==> src/rtl/fetch_queue_if.sv <==
// fetch_queue_if: enqueue/dequeue bus between the instruction fetch unit and
// the dual-issue decode stage.
//   master modport (fetch/decode side): drives in_cnt, in_pc, in_inst0/1,
//     deq_cnt; observes in_ready and the two head lanes.
//   slave modport (fetch_queue): the reverse.
//   in_cnt / deq_cnt : 0..2 instructions offered / consumed this cycle
//   in_pc            : PC of lane 0 (lane 1 is in_pc + 4)
//   in_ready         : at least two free entries
//   out_valid        : bit0 = head valid, bit1 = head+1 valid
//   out_pc0/1, out_inst0/1 : head and head+1 entries, zero when not valid
interface fetch_queue_if #(
  parameter int DW = 32,
  parameter int AW = 32
);
  logic [1:0]    in_cnt;
  logic [AW-1:0] in_pc;
  logic [DW-1:0] in_inst0;
  logic [DW-1:0] in_inst1;
  logic          in_ready;
  logic [1:0]    deq_cnt;
  logic [1:0]    out_valid;
  logic [AW-1:0] out_pc0;
  logic [AW-1:0] out_pc1;
  logic [DW-1:0] out_inst0;
  logic [DW-1:0] out_inst1;

  modport master (
    output in_cnt, in_pc, in_inst0, in_inst1, deq_cnt,
    input  in_ready, out_valid, out_pc0, out_pc1, out_inst0, out_inst1
  );

  modport slave (
    input  in_cnt, in_pc, in_inst0, in_inst1, deq_cnt,
    output in_ready, out_valid, out_pc0, out_pc1, out_inst0, out_inst1
  );
endinterface

==> src/rtl/fetch_queue.sv <==
// fetch_queue: DEPTH-entry two-lane circular instruction queue between
// instruction memory and decode. Up to two instructions enter and up to two
// leave per cycle; flush empties the queue in one cycle.
// Ports:
//   clk       : clock, all state updates on the rising edge
//   reset     : asynchronous active-high reset of pointers, count and flags
//   flush     : discard all entries (taken branch / jump); beats enq/deq
//   bus       : fetch_queue_if.slave enqueue/dequeue bus
//   count     : current occupancy 0..DEPTH
//   overflow  : sticky, enqueue offered while in_ready was low
//   underflow : sticky, deq_cnt exceeded the available head entries
// DEPTH must be a power of two, at least 4, so pointers wrap naturally.
module fetch_queue #(
  parameter int DW    = 32,
  parameter int AW    = 32,
  parameter int DEPTH = 8,
  parameter int CW    = $clog2(DEPTH) + 1
) (
  input  logic          clk,
  input  logic          reset,
  input  logic          flush,
  fetch_queue_if.slave  bus,
  output logic [CW-1:0] count,
  output logic          overflow,
  output logic          underflow
);

  localparam int PW = $clog2(DEPTH);

  logic [AW-1:0] pc_mem   [DEPTH];
  logic [DW-1:0] inst_mem [DEPTH];

  logic [PW-1:0] wp;
  logic [PW-1:0] rp;
  logic [PW-1:0] wp_1;
  logic [PW-1:0] rp_1;

  logic [1:0]    in_n;
  logic [1:0]    deq_n;
  logic [1:0]    avail;
  logic [1:0]    deq_e;
  logic [1:0]    enq_n;
  logic          enq_req;
  logic          enq_ok;
  logic          ready;
  logic          vld0;
  logic          vld1;

  // Request decode; a lane count of 3 is clamped to 2.
  always_comb begin
    in_n    = (bus.in_cnt  == 2'd3) ? 2'd2 : bus.in_cnt;
    deq_n   = (bus.deq_cnt == 2'd3) ? 2'd2 : bus.deq_cnt;
    wp_1    = wp + PW'(1);
    rp_1    = rp + PW'(1);
    // Conservative pair-based readiness: a single free slot is not enough,
    // so the producer never has to split a fetch pair.
    ready   = (count <= CW'(DEPTH - 2));
    vld0    = (count != '0);
    vld1    = (count >= CW'(2));
    avail   = vld1 ? 2'd2 : {1'b0, vld0};
    deq_e   = (deq_n < avail) ? deq_n : avail;
    enq_req = (in_n != 2'd0);
    enq_ok  = enq_req && ready && !flush;
    enq_n   = enq_ok ? in_n : 2'd0;
  end

  // Control state: pointers, occupancy and sticky error flags.
  always_ff @(posedge clk or posedge reset) begin
    if (reset) begin
      wp        <= '0;
      rp        <= '0;
      count     <= '0;
      overflow  <= 1'b0;
      underflow <= 1'b0;
    end else if (flush) begin
      // Flush outranks enq/deq; the sticky flags survive it.
      wp    <= '0;
      rp    <= '0;
      count <= '0;
    end else begin
      if (enq_req && !ready) begin
        overflow <= 1'b1;
      end
      if (deq_n > deq_e) begin
        underflow <= 1'b1;
      end
      wp    <= wp + PW'(enq_n);
      rp    <= rp + PW'(deq_e);
      count <= count + CW'(enq_n) - CW'(deq_e);
    end
  end

  // Storage: data only, no reset. Stale entries are masked on the outputs.
  always_ff @(posedge clk) begin
    if (enq_ok) begin
      pc_mem[wp]   <= bus.in_pc;
      inst_mem[wp] <= bus.in_inst0;
      if (in_n == 2'd2) begin
        pc_mem[wp_1]   <= bus.in_pc + AW'(4);
        inst_mem[wp_1] <= bus.in_inst1;
      end
    end
  end

  // Outputs depend only on registered state, so there is no in-to-out path.
  assign bus.in_ready  = ready;
  assign bus.out_valid = {vld1, vld0};
  assign bus.out_pc0   = vld0 ? pc_mem[rp]     : '0;
  assign bus.out_inst0 = vld0 ? inst_mem[rp]   : '0;
  assign bus.out_pc1   = vld1 ? pc_mem[rp_1]   : '0;
  assign bus.out_inst1 = vld1 ? inst_mem[rp_1] : '0;

endmodule

==> src/flat_wrapper.sv <==
// flat-port wrapper written by rule: the top's interface ports become plain ports
module fetch_queue_flat 
#(
  parameter int DW    = 32,
  parameter int AW    = 32,
  parameter int DEPTH = 8,
  parameter int CW    = $clog2(DEPTH) + 1
)
  (clk, reset, flush, count, overflow, underflow, bus_in_cnt, bus_in_pc, bus_in_inst0, bus_in_inst1, bus_deq_cnt, bus_in_ready, bus_out_valid, bus_out_pc0, bus_out_pc1, bus_out_inst0, bus_out_inst1);
  fetch_queue_if #(.DW(DW), .AW(AW)) bus_i ();
  input  logic clk;
  input  logic reset;
  input  logic flush;
  output logic [CW-1:0] count;
  output logic overflow;
  output logic underflow;
  input wire logic [$bits(bus_i.in_cnt)-1:0] bus_in_cnt;
  input wire logic [$bits(bus_i.in_pc)-1:0] bus_in_pc;
  input wire logic [$bits(bus_i.in_inst0)-1:0] bus_in_inst0;
  input wire logic [$bits(bus_i.in_inst1)-1:0] bus_in_inst1;
  input wire logic [$bits(bus_i.deq_cnt)-1:0] bus_deq_cnt;
  output wire logic [$bits(bus_i.in_ready)-1:0] bus_in_ready;
  output wire logic [$bits(bus_i.out_valid)-1:0] bus_out_valid;
  output wire logic [$bits(bus_i.out_pc0)-1:0] bus_out_pc0;
  output wire logic [$bits(bus_i.out_pc1)-1:0] bus_out_pc1;
  output wire logic [$bits(bus_i.out_inst0)-1:0] bus_out_inst0;
  output wire logic [$bits(bus_i.out_inst1)-1:0] bus_out_inst1;
  assign bus_i.in_cnt = bus_in_cnt;
  assign bus_i.in_pc = bus_in_pc;
  assign bus_i.in_inst0 = bus_in_inst0;
  assign bus_i.in_inst1 = bus_in_inst1;
  assign bus_i.deq_cnt = bus_deq_cnt;
  assign bus_in_ready = bus_i.in_ready;
  assign bus_out_valid = bus_i.out_valid;
  assign bus_out_pc0 = bus_i.out_pc0;
  assign bus_out_pc1 = bus_i.out_pc1;
  assign bus_out_inst0 = bus_i.out_inst0;
  assign bus_out_inst1 = bus_i.out_inst1;
  fetch_queue #(.DW(DW), .AW(AW), .DEPTH(DEPTH), .CW(CW)) u_core (.clk(clk), .reset(reset), .flush(flush), .bus(bus_i), .count(count), .overflow(overflow), .underflow(underflow));
endmodule
==> config.mk <==
export PLATFORM = sky130hd
export DESIGN_NAME = fetch_queue_flat
export DESIGN_NICKNAME = d
export VERILOG_FILES = /design/src/rtl/fetch_queue_if.sv /design/src/rtl/fetch_queue.sv /design/src/flat_wrapper.sv
export SDC_FILE = /design/constraint.sdc
export NUM_CORES = 1
export LEC_CHECK = 0
export BUFFER_PORTS_ARGS = -buffer_cell sky130_fd_sc_hd__buf_2
export CELL_PAD_IN_SITES_DETAIL_PLACEMENT = 1
export CELL_PAD_IN_SITES_GLOBAL_PLACEMENT = 1
export CORE_MARGIN = 2
export CORE_UTILIZATION = 27
export DETAILED_ROUTE_END_ITERATION = 7
export MAX_ROUTING_LAYER = met4
export PLACE_DENSITY = 0.53
export REMOVE_ABC_BUFFERS = 1
export SLEW_MARGIN = 15
export SYNTH_ARGS = -nofsm -noshare
export SYNTH_HDL_FRONTEND = slang
export SYNTH_SLANG_ARGS = --single-unit
==> constraint.sdc <==
create_clock -name clk -period 8.2 [get_ports clk]
set_input_delay 1.64 -clock clk [delete_from_list [all_inputs] [get_ports clk]]
set_output_delay 1.64 -clock clk [all_outputs]
set_load 0.05 [all_outputs]
==> results of run 1 <==
final timing paths:
kind | start | end | slack (ns) | cells past startpoint
max | u_core.rp[0] | bus_out_pc1[2] | 2.02 | 6
min | u_core.underflow | u_core.underflow | 0.47 | 1
max reg2reg | u_core.count[3] | u_core.pc_mem[7][14] | 3.96 | 7
min reg2reg | u_core.underflow | u_core.underflow | 0.47 | 1
max in group asynchronous | reset | u_core.rp[2] | 6.74 | 2
min in group asynchronous | reset | u_core.underflow | 1.04 | 2
where the power goes:
group	total, mW	internal [mW]	switching, mW
registers	3.39	3.17	0.222
logic	6.97	2.22	4.75
clock network	2.87	1.66	1.21
layout make-up:
cell class                      count  area, um2  area share, %
Clock inverter                     28        248          0.679
Antenna cell                       22       55.1          0.151
Multi-Input combinational cell   1984      15000           41.1
Inverter                           18       67.6          0.185
Sequential cell                   524      15700           43.0
Timing Repair Buffer              305       1720           4.70
Tap cell                         1524       1910           5.23
Clock buffer                       89       1820           5.00
cell families after synthesis:
logic type / synth area share [%]
multiplexers: 20.2
XOR/XNOR: 6.70
adder cells (fa/ha/maj): 0.764
AND/OR/NAND/NOR: 17.5
AO/OA/AOI/OAI: 1.39
flip-flops: 49.3
buffers and inverters: 4.12
cells in the final DEF, fill, tap and decap left out, types with 3 or more instances in the layout:
cell type	count
a21oi_1	65
and2_1	3
and3_1	10
buf_2	239
buf_4	64
bufinv_16	3
clkbuf_1	19
clkbuf_16	70
clkinv_1	11
clkinv_2	6
dfrtp_1	9
dfrtp_4	3
diode_2	22
edfxtp_1	512
fa_1	4
ha_1	12
inv_1	18
mux2i_1	64
mux4_2	256
nand2_1	1014
nand3_1	65
nand4_1	54
nor2_1	86
nor2b_1	5
nor3_1	31
nor4_1	25
nor4_2	5
nor4_4	9
o21ai_4	4
or3_1	3
xnor2_1	178
xor2_1	58
state kept, by name, indices dropped and copies added (netlist names):
signal	flops
u_core.inst_mem	256
u_core.pc_mem	256
u_core.count	4
u_core.rp	3
u_core.wp	3
u_core.overflow	1
u_core.underflow	1
worst max-delay path: cells and delay by family (launching register included):
kind,cells,cell delay (ns)
flops,1,1.02
buf+inv,2,0.93
fa+ha+maj,1,0.87
compound gates,1,0.52
mux,1,0.34
simple gates,1,0.05
metal layers:
metal,up-vias,wire [um],GRT usage (%)
met3,191,8050,3.81
met5,-,0,-
met1,12600,54100,27.1
met2,854,61200,34.7
met4,0,2920,6.25
li1,10200,-,-
metrics by stage:
| stage | area, um2 | instances | utilization [%] | power (mW) |
|---|---|---|---|---|
| after floorplan | 30500 | 2526 | - | 9.09 |
| after global placement | 34400 | 4355 | 29.5 | 10.5 |
| after detailed placement | 34400 | 4355 | 29.5 | 10.6 |
| after CTS | 36400 | 4472 | 31.3 | 13.4 |
| after global routing | 36500 | 4494 | 31.3 | 13.8 |
| final | 36500 | 4494 | 31.3 | 13.2 |
==> results.txt, run 1 <==
* Highest Clock Rate: approximately 160 MHz
- Setup slack closes at ~2.0 ns.
- The routed design has roughly 130000 um of wire.
* Via count: 23800
* Post-synthesis sequential area ratio: between 40% and 50%
- Once detail routing completed, the nets flagged for antenna violations numbered 0.
- Before CTS, the worst setup slack after placement is 2.55 ns.
- In this run, distinct cell masters in the synthesized netlist total 48.
* Ys flop type: edfxtp_1
* Initial core utilization: about 27%
- Critical setup path kind: flip-flop to primary output
* CP Data Required Time: between 6 and 7 ns
* Overall track demand over capacity in global routing: a little over a fifth
- Clock network latency to the later pin of the worst-skew pair: around 0.63 ns
- STA classifies the critical path startpoint as a flip-flop.
- The die is roughly 350 um tall.
* Net count reported at finish: about 3000
* Floorplan row count: between 100 and 150
* Residual DRC: 0
* Maximum vdd drop: between 0.0002 and 0.00025 V
- I/O Pins: 240
- Slowest cell on the critical path: dfrtp_4
- The synthesized design contains roughly 510 enable-type register cells.
* Top cells by count, synth: nand2_1 (1014), edfxtp_1 (512), mux4_2 (256), xnor2_1 (179), clkbuf_1 (142)
- The H-tree was split into 3 levels.
- Number of hold violations in the final report: 0
- Number of global-route vias before repair: 25300
* Maximum number of pins on one net before global-route repair: 63
- First-pass GRT wire length: 181000 um
* Class of the worst hold path: flip-flop to flip-flop
- Most repeated cell in the gate-level netlist after synthesis: nand2_1
* Number of antenna violations at the first check in global routing: 32
- TritonCTS built the clock tree.
- Type of destination of the critical path: primary output
- Total negative slack: 0 ns
* Fill cell instance count of the final layout: 12800
- Cell count after synthesis: roughly 2800
* Pleak: 12.8 nW
- Number of clock sinks seen by CTS: between 500 and 600
- Post-detailed-route wirelength per cell: around 28 um
* Area added between synthesis and finish: 14.8%
* Post-layout min period: slightly above 6 ns
- At the pin with the least slew margin, the transition time is ~1.1 ns.
- Setup violations remaining at the end of the flow were counted as 0.
* Die width: roughly 350 um
- For this run, the slowest stage of the critical path takes about 1 ns.
- Vias per cell: around 5.3
* RSZ-0062 raised after global routing: false
- Buffers inserted to repair hold after CTS numbered 0.
* Result of the run: completed
* Final HPWL DP: ~75000 um
- Count of port buffers added during placement: about 240
- Max-cap violations: 0
- Worst-case headroom to the max-slew limit: 27.0%
- Traced cell by cell, the critical path runs through ha_4, buf_12, mux4_2, nand2_1, a21oi_1, buf_2.
* Average size of a mapped cell: between 10 and 15 um2
- Starting DRT DRC Count: about 1900
* Clock tree buffer depth: 3
- Once the clock tree was built, the setup fixing pass inserted 0 buffers.
- The final critical path takes up between 70% and 80% of the cycle.
- The floorplan step defined a die boundary enclosing about 120000 um2.
- Resized cells post-CTS: 0
- By area the synthesized netlist is led by edfxtp_1 (48%), mux4_2 (18%), nand2_1 (12%).
- Global routing finished with a remaining overflow of 0.
- In this run the worst path has a maximum fanout of 62.
- Share of async-settable or async-resettable flops after synthesis: under 10%
- After clock tree synthesis, the clock-pin slew on the worst setup and hold paths is 0.05 ns.
- Arrival time at the worst endpoint: around 4.5 ns
* Number of buffers added by the clock tree synthesis step: 67
- Summed over all instances, the cell type with the most area after synthesis is edfxtp_1.
- Fin Clk Skew: 0.0259 ns
* Final Max Slew Viols: 0
- Cell at the root of the clock tree: clkbuf_16
- The cell area that synthesis handed to floorplanning was around 32000 um2.
- Power per cell area: between 300 and 400 nW/um2
- Tightest hold margin: ~0.47 ns
- Fraction of final layout cells sized beyond drive strength 1: about 23%
- Synthesized flop and latch total: approximately 520
- First-pass detailed-route iteration total: 8
* YS warnings: 0
* Area share of the leading cell type in the synthesized netlist: between 40% and 50%
* Core Footprint: about 120000 um2
- The congestion estimate from routability-driven global placement came to slightly below 0.8.
Note: power is estimated with default switching activity, not from simulation.
==> inputs of run 2 (changes only) <==
==> constraint.sdc (replaced) <==
create_clock -name clk -period 5.3 [get_ports clk]
set_input_delay 1.06 -clock clk [delete_from_list [all_inputs] [get_ports clk]]
set_output_delay 1.06 -clock clk [all_outputs]
set_load 0.05 [all_outputs]
==> results.txt, run 2 (synthesis gave the netlist of run 1 again) <==
- Endpoint of the worst register-to-register path: u_core.pc_mem[2][21]
- The global-route total usage across every layer was 21.3% (+0.027 points).
* Maximum number of pins on one net before global-route repair: 130 (+110%)
- The number of hold-slack violations in the final timing report came to 0 (unchanged).
- TritonCTS built the clock tree.
* Final core utilization: 31.5% (+0.21 points)
* Resized cells post-CTS: 0 (unchanged)
- Final Max Slew Viols: 0 (unchanged)
- End of the worst hold path: u_core.underflow
- Grouping stages by cell kind, the critical path spends the most delay in buffers and inverters.
- The combined flip-flop and latch cell area is 15700 um2 (unchanged).
- Die width: 347 um (unchanged)
- Clock network latency to the later pin of the worst-skew pair: 0.64 ns (about the same)
- Registers with the highest flip-flop counts: u_core.inst_mem x256, u_core.pc_mem x256, u_core.count x4
- The via density per instance came to 5.25 (-0.91%).
- The count of buffers inserted at the top-level ports is 239 (unchanged).
- The via count of the first global-routing pass is 25800 (+2.0%).
- Pleak: 12.9 nW (+1.0%)
- CP peak stage delay: 0.75 ns (-0.27 ns)
- Worst slew pin tran: 1.08 ns (-0.00717 ns)
- The routed wire length per instance came to 28.1 um (-0.16%).
- The area inside the core boundary is 117000 um2 (unchanged).
* Final instance area: 36700 um2 (+0.67%)
- The critical path in this run is classified as flip-flop to primary output.
* Chain of cells forming the critical path: buf_4, buf_4, mux4_2, mux2i_1, nor2_1, buf_2
- The total congestion overflow after global routing came to 0 (unchanged).
- Worst-case headroom to the max-slew limit: 28.0% (+1.0 points)
* Post-CTS Hold Buffers: 0 (unchanged)
- The number of setup violations in the final report was 0 (unchanged).
- Clock tree buffer depth: 3 (unchanged)
- Cell at the root of the clock tree: clkbuf_16
* Via count: 23600 (-0.87%)
* Post-CTS setup repair buffer count: 0 (unchanged)
- The clock slew seen by the registers of the worst setup and hold paths was 0.06 ns (about the same).
* Most common cell after layout, fill and taps aside: nand2_1
* Post-layout min period: 4.75 ns
- Residual DRC: 0 (unchanged)
- Arrival time at the worst endpoint: 3.69 ns (-0.85 ns)
* Starting DRT DRC Count: 1870 (+0.86%)
* Routability congestion estimate from global placement: 0.761 (-1.4%)
* Minimum setup slack among reg-to-reg paths: 1.69 ns (-2.27 ns)
- Number of buffers added by the clock tree synthesis step: 69 (+3.0%)
- Worst r2r path cells: 7 (unchanged)
- RSZ-0062 raised after global routing: false
- Timing would allow up to approximately 210 MHz.
* Maximum fanout along the worst path: 46 (-26%)
* Die footprint: 120000 um2 (unchanged)
- Net count reported at finish: 3023 (+0.099%)
- The worst hold path cell count is 1 (unchanged).
- Leaving out fill and tap cells, the most frequent cells in the layout are nand2_1 (1014), edfxtp_1 (512), mux4_2 (256).
* Cell with the most instances on the worst path: buf_4
- Area added between synthesis and finish: 15.6%
- The total power per unit cell area was 567 nW/um2 (+56%).
- The global-route wire length before repair came to 181000 um (-0.13%).
- Number of clock sinks seen by CTS: 524 (unchanged)
* Fill cell instance count of the final layout: 12700 (-0.40%)
* Result of the run: completed
- The final critical path takes up 89.7% of the cycle.
- Number of standard cells in the layout, taps in and fillers out: 4496 (+0.045%)
- Max-cap violations: 0 (unchanged)
* CP Data Required Time: 4.24 ns (-2.32 ns)
- The total area of multi-input combinational cells is 15000 um2 (unchanged).
- Slowest cell on the critical path: buf_4
* Tightest hold margin: 0.479 ns (+0.00565 ns)
* Floorplan row count: 125 (unchanged)
* Drt total wl: 126000 um (-0.12%)
* Class of the worst hold path: flip-flop to flip-flop
- The logic depth of the worst path, buffers included was 6 (unchanged).
* Min-delay src: u_core.underflow
- Number of antenna violations at the first check in global routing: 25 (-22%)
- Buffers plus inverters on the worst setup path: 3 (+1)
- Initial core utilization: 27.3% (unchanged)
* Total placed instance area: 34500 um2 (+0.28%)
- The top-level I/O count came to 240 (unchanged).
* Fin Clk Skew: 0.0200 ns (-0.00588 ns)
- The height of the die was 347 um (unchanged).
- Antenna viol nets, final: 0 (unchanged)
- STA classifies the critical path endpoint as a primary output.
- H-tree lvl count: 3 (unchanged)
- Maximum vdd drop: 0.000600 V (+140%)
- The worst register-to-register path begins at u_core.count[3].
- Post-placement cell count: 4356 (+0.023%)
- STA classifies the critical path startpoint as a flip-flop.
- Final HPWL DP: 75400 um (+0.65%)
* Pwr Total: 20.8 mW (+57%)
* Fraction of final layout cells sized beyond drive strength 1: 23.5% (+0.31 points)
- The iteration count of the initial detailed-routing pass was 7 (-1).
==> run 2: changes by cell type in the layout (fill, tap and decap cells not counted), sizes merged <==
cell,delta
buf,+1
diode,-6
inv,-2
bufinv,+2
clkbuf,-1
clkinv,+9
clkinvlp,-1
==> run 2: metal layers <==
layer / track usage [%] / part of all wire [%] / vias to the layer above
met5: - / 0 / -
met4: 6.43 / 2.9 / 0
met3: 4.16 / 5.9 / 215
met2: 35.7 / 50 / 761
met1: 26.0 / 42 / 12400
li1: - / - / 10200
==> run 2: how the worst max path moves through the flow <==
stage / from / to
after CTS: u_core.rp[0] / bus_out_pc0[13]
after detailed placement: u_core.rp[0] / bus_out_pc0[13]
after floorplan: u_core.rp[0] / bus_out_inst1[0]
after global placement: u_core.rp[0] / bus_out_pc0[13]
after global routing: u_core.rp[0] / bus_out_pc0[13]
final: u_core.rp[0] / bus_out_pc0[13]
==> run 2: layout make-up <==
cell class | instances | area share [%]
sequential | 524 | 42.7
multi-input combinational | 1984 | 40.8
clock buffer | 88 | 5.21
tap | 1524 | 5.19
timing repair buffer | 306 | 4.93
clock inverter | 36 | 0.879
inverter | 18 | 0.184
antenna | 16 | 0.109
==> run 2: report_power, final <==
group          internal (mW)  switching (mW)
clock network           2.79            1.90
registers               4.90           0.186
logic                   3.54            7.50
total                   11.2            9.59
==> run 2: metrics by stage <==
stage / setup TNS, ns / setup slack (ns)
finish: 0 / 0.548
global placement: 0 / 1.24
floorplan: -2280.22 / -9.85
global route: 0 / 0.355
CTS: 0 / 0.482
detailed placement: 0 / 1.19
==> inputs of run 3 (changes only) <==
--- a/config.mk
+++ b/config.mk
@@ -5,7 +5,7 @@
 export SDC_FILE = /design/constraint.sdc
 export NUM_CORES = 1
 export LEC_CHECK = 0
-export BUFFER_PORTS_ARGS = -buffer_cell sky130_fd_sc_hd__buf_2
+export BUFFER_PORTS_ARGS = -buffer_cell sky130_fd_sc_hd__buf_4
 export CELL_PAD_IN_SITES_DETAIL_PLACEMENT = 1
 export CELL_PAD_IN_SITES_GLOBAL_PLACEMENT = 1
 export CORE_MARGIN = 2
==> results.txt, run 3 (synthesis gave the netlist of run 1 again) <==
- Result of the run: completed
- Max-cap violations: 0 (unchanged)
* Met1 track demand over resource: 27.4% (+1.4 points)
- Post-CTS Hold Buffers: 0 (unchanged)
* Number of clock sinks seen by CTS: 524 (unchanged)
* Post-detailed-route wirelength per cell: 28.5 um (+1.5%)
- The transition time at the pin with the least slew margin was 1.21 ns (+0.133 ns).
* Worst r2r path cells: 7 (unchanged)
- RSZ-0062 raised after global routing: false
- CP peak stage delay: 0.60 ns (-0.15 ns)
* Most used cells in the layout excluding fill and tap cells: nand2_1 (1014), edfxtp_1 (512), buf_4 (296)
- Number of antenna violations at the first check in global routing: 11 (-56%)
- Cell with the most instances on the worst path: buf_4
- The worst hold path begins at u_core.underflow.
* Pleak: 12.9 nW (+0.30%)
- The count of buffers inserted at the top-level ports came to 239 (unchanged).
- The worst-path maximum fanout came to 38 (-17%).
* Reg-to-reg startpoint: u_core.count[3]
- Combinational power share: 55.2% (+2.2 points)
- The clock slew seen by the registers of the worst setup and hold paths is 0.06 ns (about the same).
- End of the worst hold path: u_core.underflow
- The required time of the worst setup path came to 4.24 ns (about the same).
- The final count of pins violating max slew came to 0 (unchanged).
- Number of global-route vias before repair: 25700 (-0.40%)
* Critical setup path kind: flip-flop to primary output
- Maximum number of pins on one net before global-route repair: 130 (unchanged)
- Buffers plus inverters on the worst setup path: 3 (unchanged)
- Final WS setup: 0.910 ns (+0.362 ns)
* Height of the die: 347 um (unchanged)
- For this design, the slowest cell found on the critical path is buf_4.
* Floorplan row count: 125 (unchanged)
* Number of buffers added by the clock tree synthesis step: 67 (-2.9%)
- Most common cell after layout, fill and taps aside: nand2_1
- Power per cell area: 568 nW/um2 (+0.25%)
- Period utilization: 82.8% (-6.8 points)
- The proportion of power drawn by the clock network is 20.8% (-1.8 points).
- Most crowded layer after global routing: met2
* Type of destination of the critical path: primary output
- The signal on the critical path passes through buf_4, buf_4, mux4_2, mux2i_1, nor2_1, buf_4.
* Die footprint: 120000 um2 (unchanged)
* Highest Clock Rate: 228 MHz (+8.2%)
- The global-route wire length before repair is 184000 um (+1.7%).
* Net count reported at finish: 3021 (-0.066%)
- The number of hold-slack violations in the final timing report was 0 (unchanged).
- The kind of cell with the highest combined delay along the critical path is buffers and inverters.
* Area added between synthesis and finish: 16.8%
- Clock tree from TritonCTS: yes
* Via count: 23700 (+0.64%)
- The internal power came to 11.4 mW (+1.7%).
- Antenna viol nets, final: 0 (unchanged)
* Total negative slack: 0 ns (unchanged)
- The clock insertion delay at the later pin of the skew report is 0.64 ns (about the same).
- Arrival time at the worst endpoint: 3.33 ns (-0.36 ns)
* Core Footprint: 117000 um2 (unchanged)
* Overall track demand over capacity in global routing: 21.7% (+0.33 points)
* Net switching fraction of the power: 45.9% (-0.20 points)
- Depth of the worst hold-timing path: 1 (unchanged)
- The post-cts gate resize count was 0 (unchanged).
* Maximum vdd drop: 0.000479 V (-20%)
- The count of H-tree levels built during CTS came to 3 (unchanged).
- The core occupancy in the finished layout is 31.9% (+0.33 points).
- The met2 usage was 35.2% (-0.46 points).
- The global placement routability congestion is 0.770 (+1.2%).
* Residual DRC: 0 (unchanged)
* Setup violation total in the final timing report: 0 (unchanged)
* Post-CTS setup repair buffer count: 0 (unchanged)
* First-pass detailed-route iteration total: 6 (-1)
* I/O Pins: 240 (unchanged)
* Minimum setup slack among reg-to-reg paths: 1.56 ns (-0.13 ns)
- The clock period minus final worst setup slack was 4.39 ns (-0.362 ns).
- The effective utilization at floorplan is 27.3% (unchanged).
* Final HPWL DP: 75100 um (-0.35%)
* Class of the worst hold path: flip-flop to flip-flop
- Startpoint kind of the worst setup timing path: flip-flop
- Fraction of final layout cells sized beyond drive strength 1: 23.2% (-0.29 points)
- Clock tree buffer depth: 3 (unchanged)
- Cell at the root of the clock tree: clkbuf_16
- Registers with the highest flip-flop counts: u_core.inst_mem x256, u_core.pc_mem x256, u_core.count x4
- The overall routed net length is 128000 um (+1.2%).
* Fin Clk Skew: 0.0245 ns (+0.00449 ns)
* Starting DRT DRC Count: 2090 (+12%)
- The die outline width was 347 um (unchanged).
- Overflow left after global routing: 0 (unchanged)
- The global-route track usage on met3 is 4.14% (-0.027 points).
* Worst-case headroom to the max-slew limit: 18.4% (-9.5 points)
* NetSw: 9.67 mW (+0.85%)
* Vias per cell: 5.30 (+0.93%)
* Pre-CTS WS: 1.55 ns (+0.363 ns)
* Endpoint of the worst register-to-register path: u_core.pc_mem[3][0]
- The proportion of power drawn by flip-flops and latches came to 24.0% (-0.4 points).
==> run 3: worst max-delay path by stage <==
stage / start / end / cells after the start
detailed placement: u_core.count[3] / u_core.pc_mem[3][11] / 7
floorplan: u_core.rp[0] / bus_out_inst1[0] / 4
global route: u_core.rp[0] / bus_out_pc0[30] / 5
global placement: u_core.rp[0] / bus_out_pc1[30] / 6
finish: u_core.rp[0] / bus_out_inst0[14] / 6
CTS: u_core.rp[0] / bus_out_inst0[21] / 6
==> run 3: per-stage QoR <==
step                std cells  power (mW)  hold slack [ns]  cell area (um2)
floorplan                2526        13.1            0.715            30500
global placement         4356        16.9            0.482            35100
detailed placement       4356        17.0            0.478            35100
CTS                      4474        21.4            0.501            37100
global route             4483        22.0            0.533            37100
finish                   4483        21.1            0.493            37100
==> run 3: power by group through the flow <==
stage          sequential, mW  clock [mW]  combinational, mW
6_report                 5.06        4.38               11.6
2_1_floorplan            5.54           0               7.59
3_3_place_gp             5.12           0               11.8
4_1_cts                  5.06        4.51               11.9
5_1_grt                  5.09        4.62               12.3
3_5_place_dp             5.14           0               11.9
==> run 3: metal layers <==
layer	up-vias	wire length [um]
met3	223	8130
met1	12500	54600
met5	-	0
met2	843	61700
met4	0	3280
li1	10200	-
==> run 3: layout make-up <==
| cell class | instances | area [um2] |
|---|---|---|
| diodes | 9 | 22.5 |
| fillers | 12700 | 79400 |
| flip-flops and latches | 524 | 15700 |
| clock inverters | 29 | 223 |
| multi-input cells | 1984 | 15000 |
| well taps | 1524 | 1910 |
| clock buffers | 89 | 1800 |
| inverters | 18 | 67.6 |
| repair buffers | 306 | 2420 |
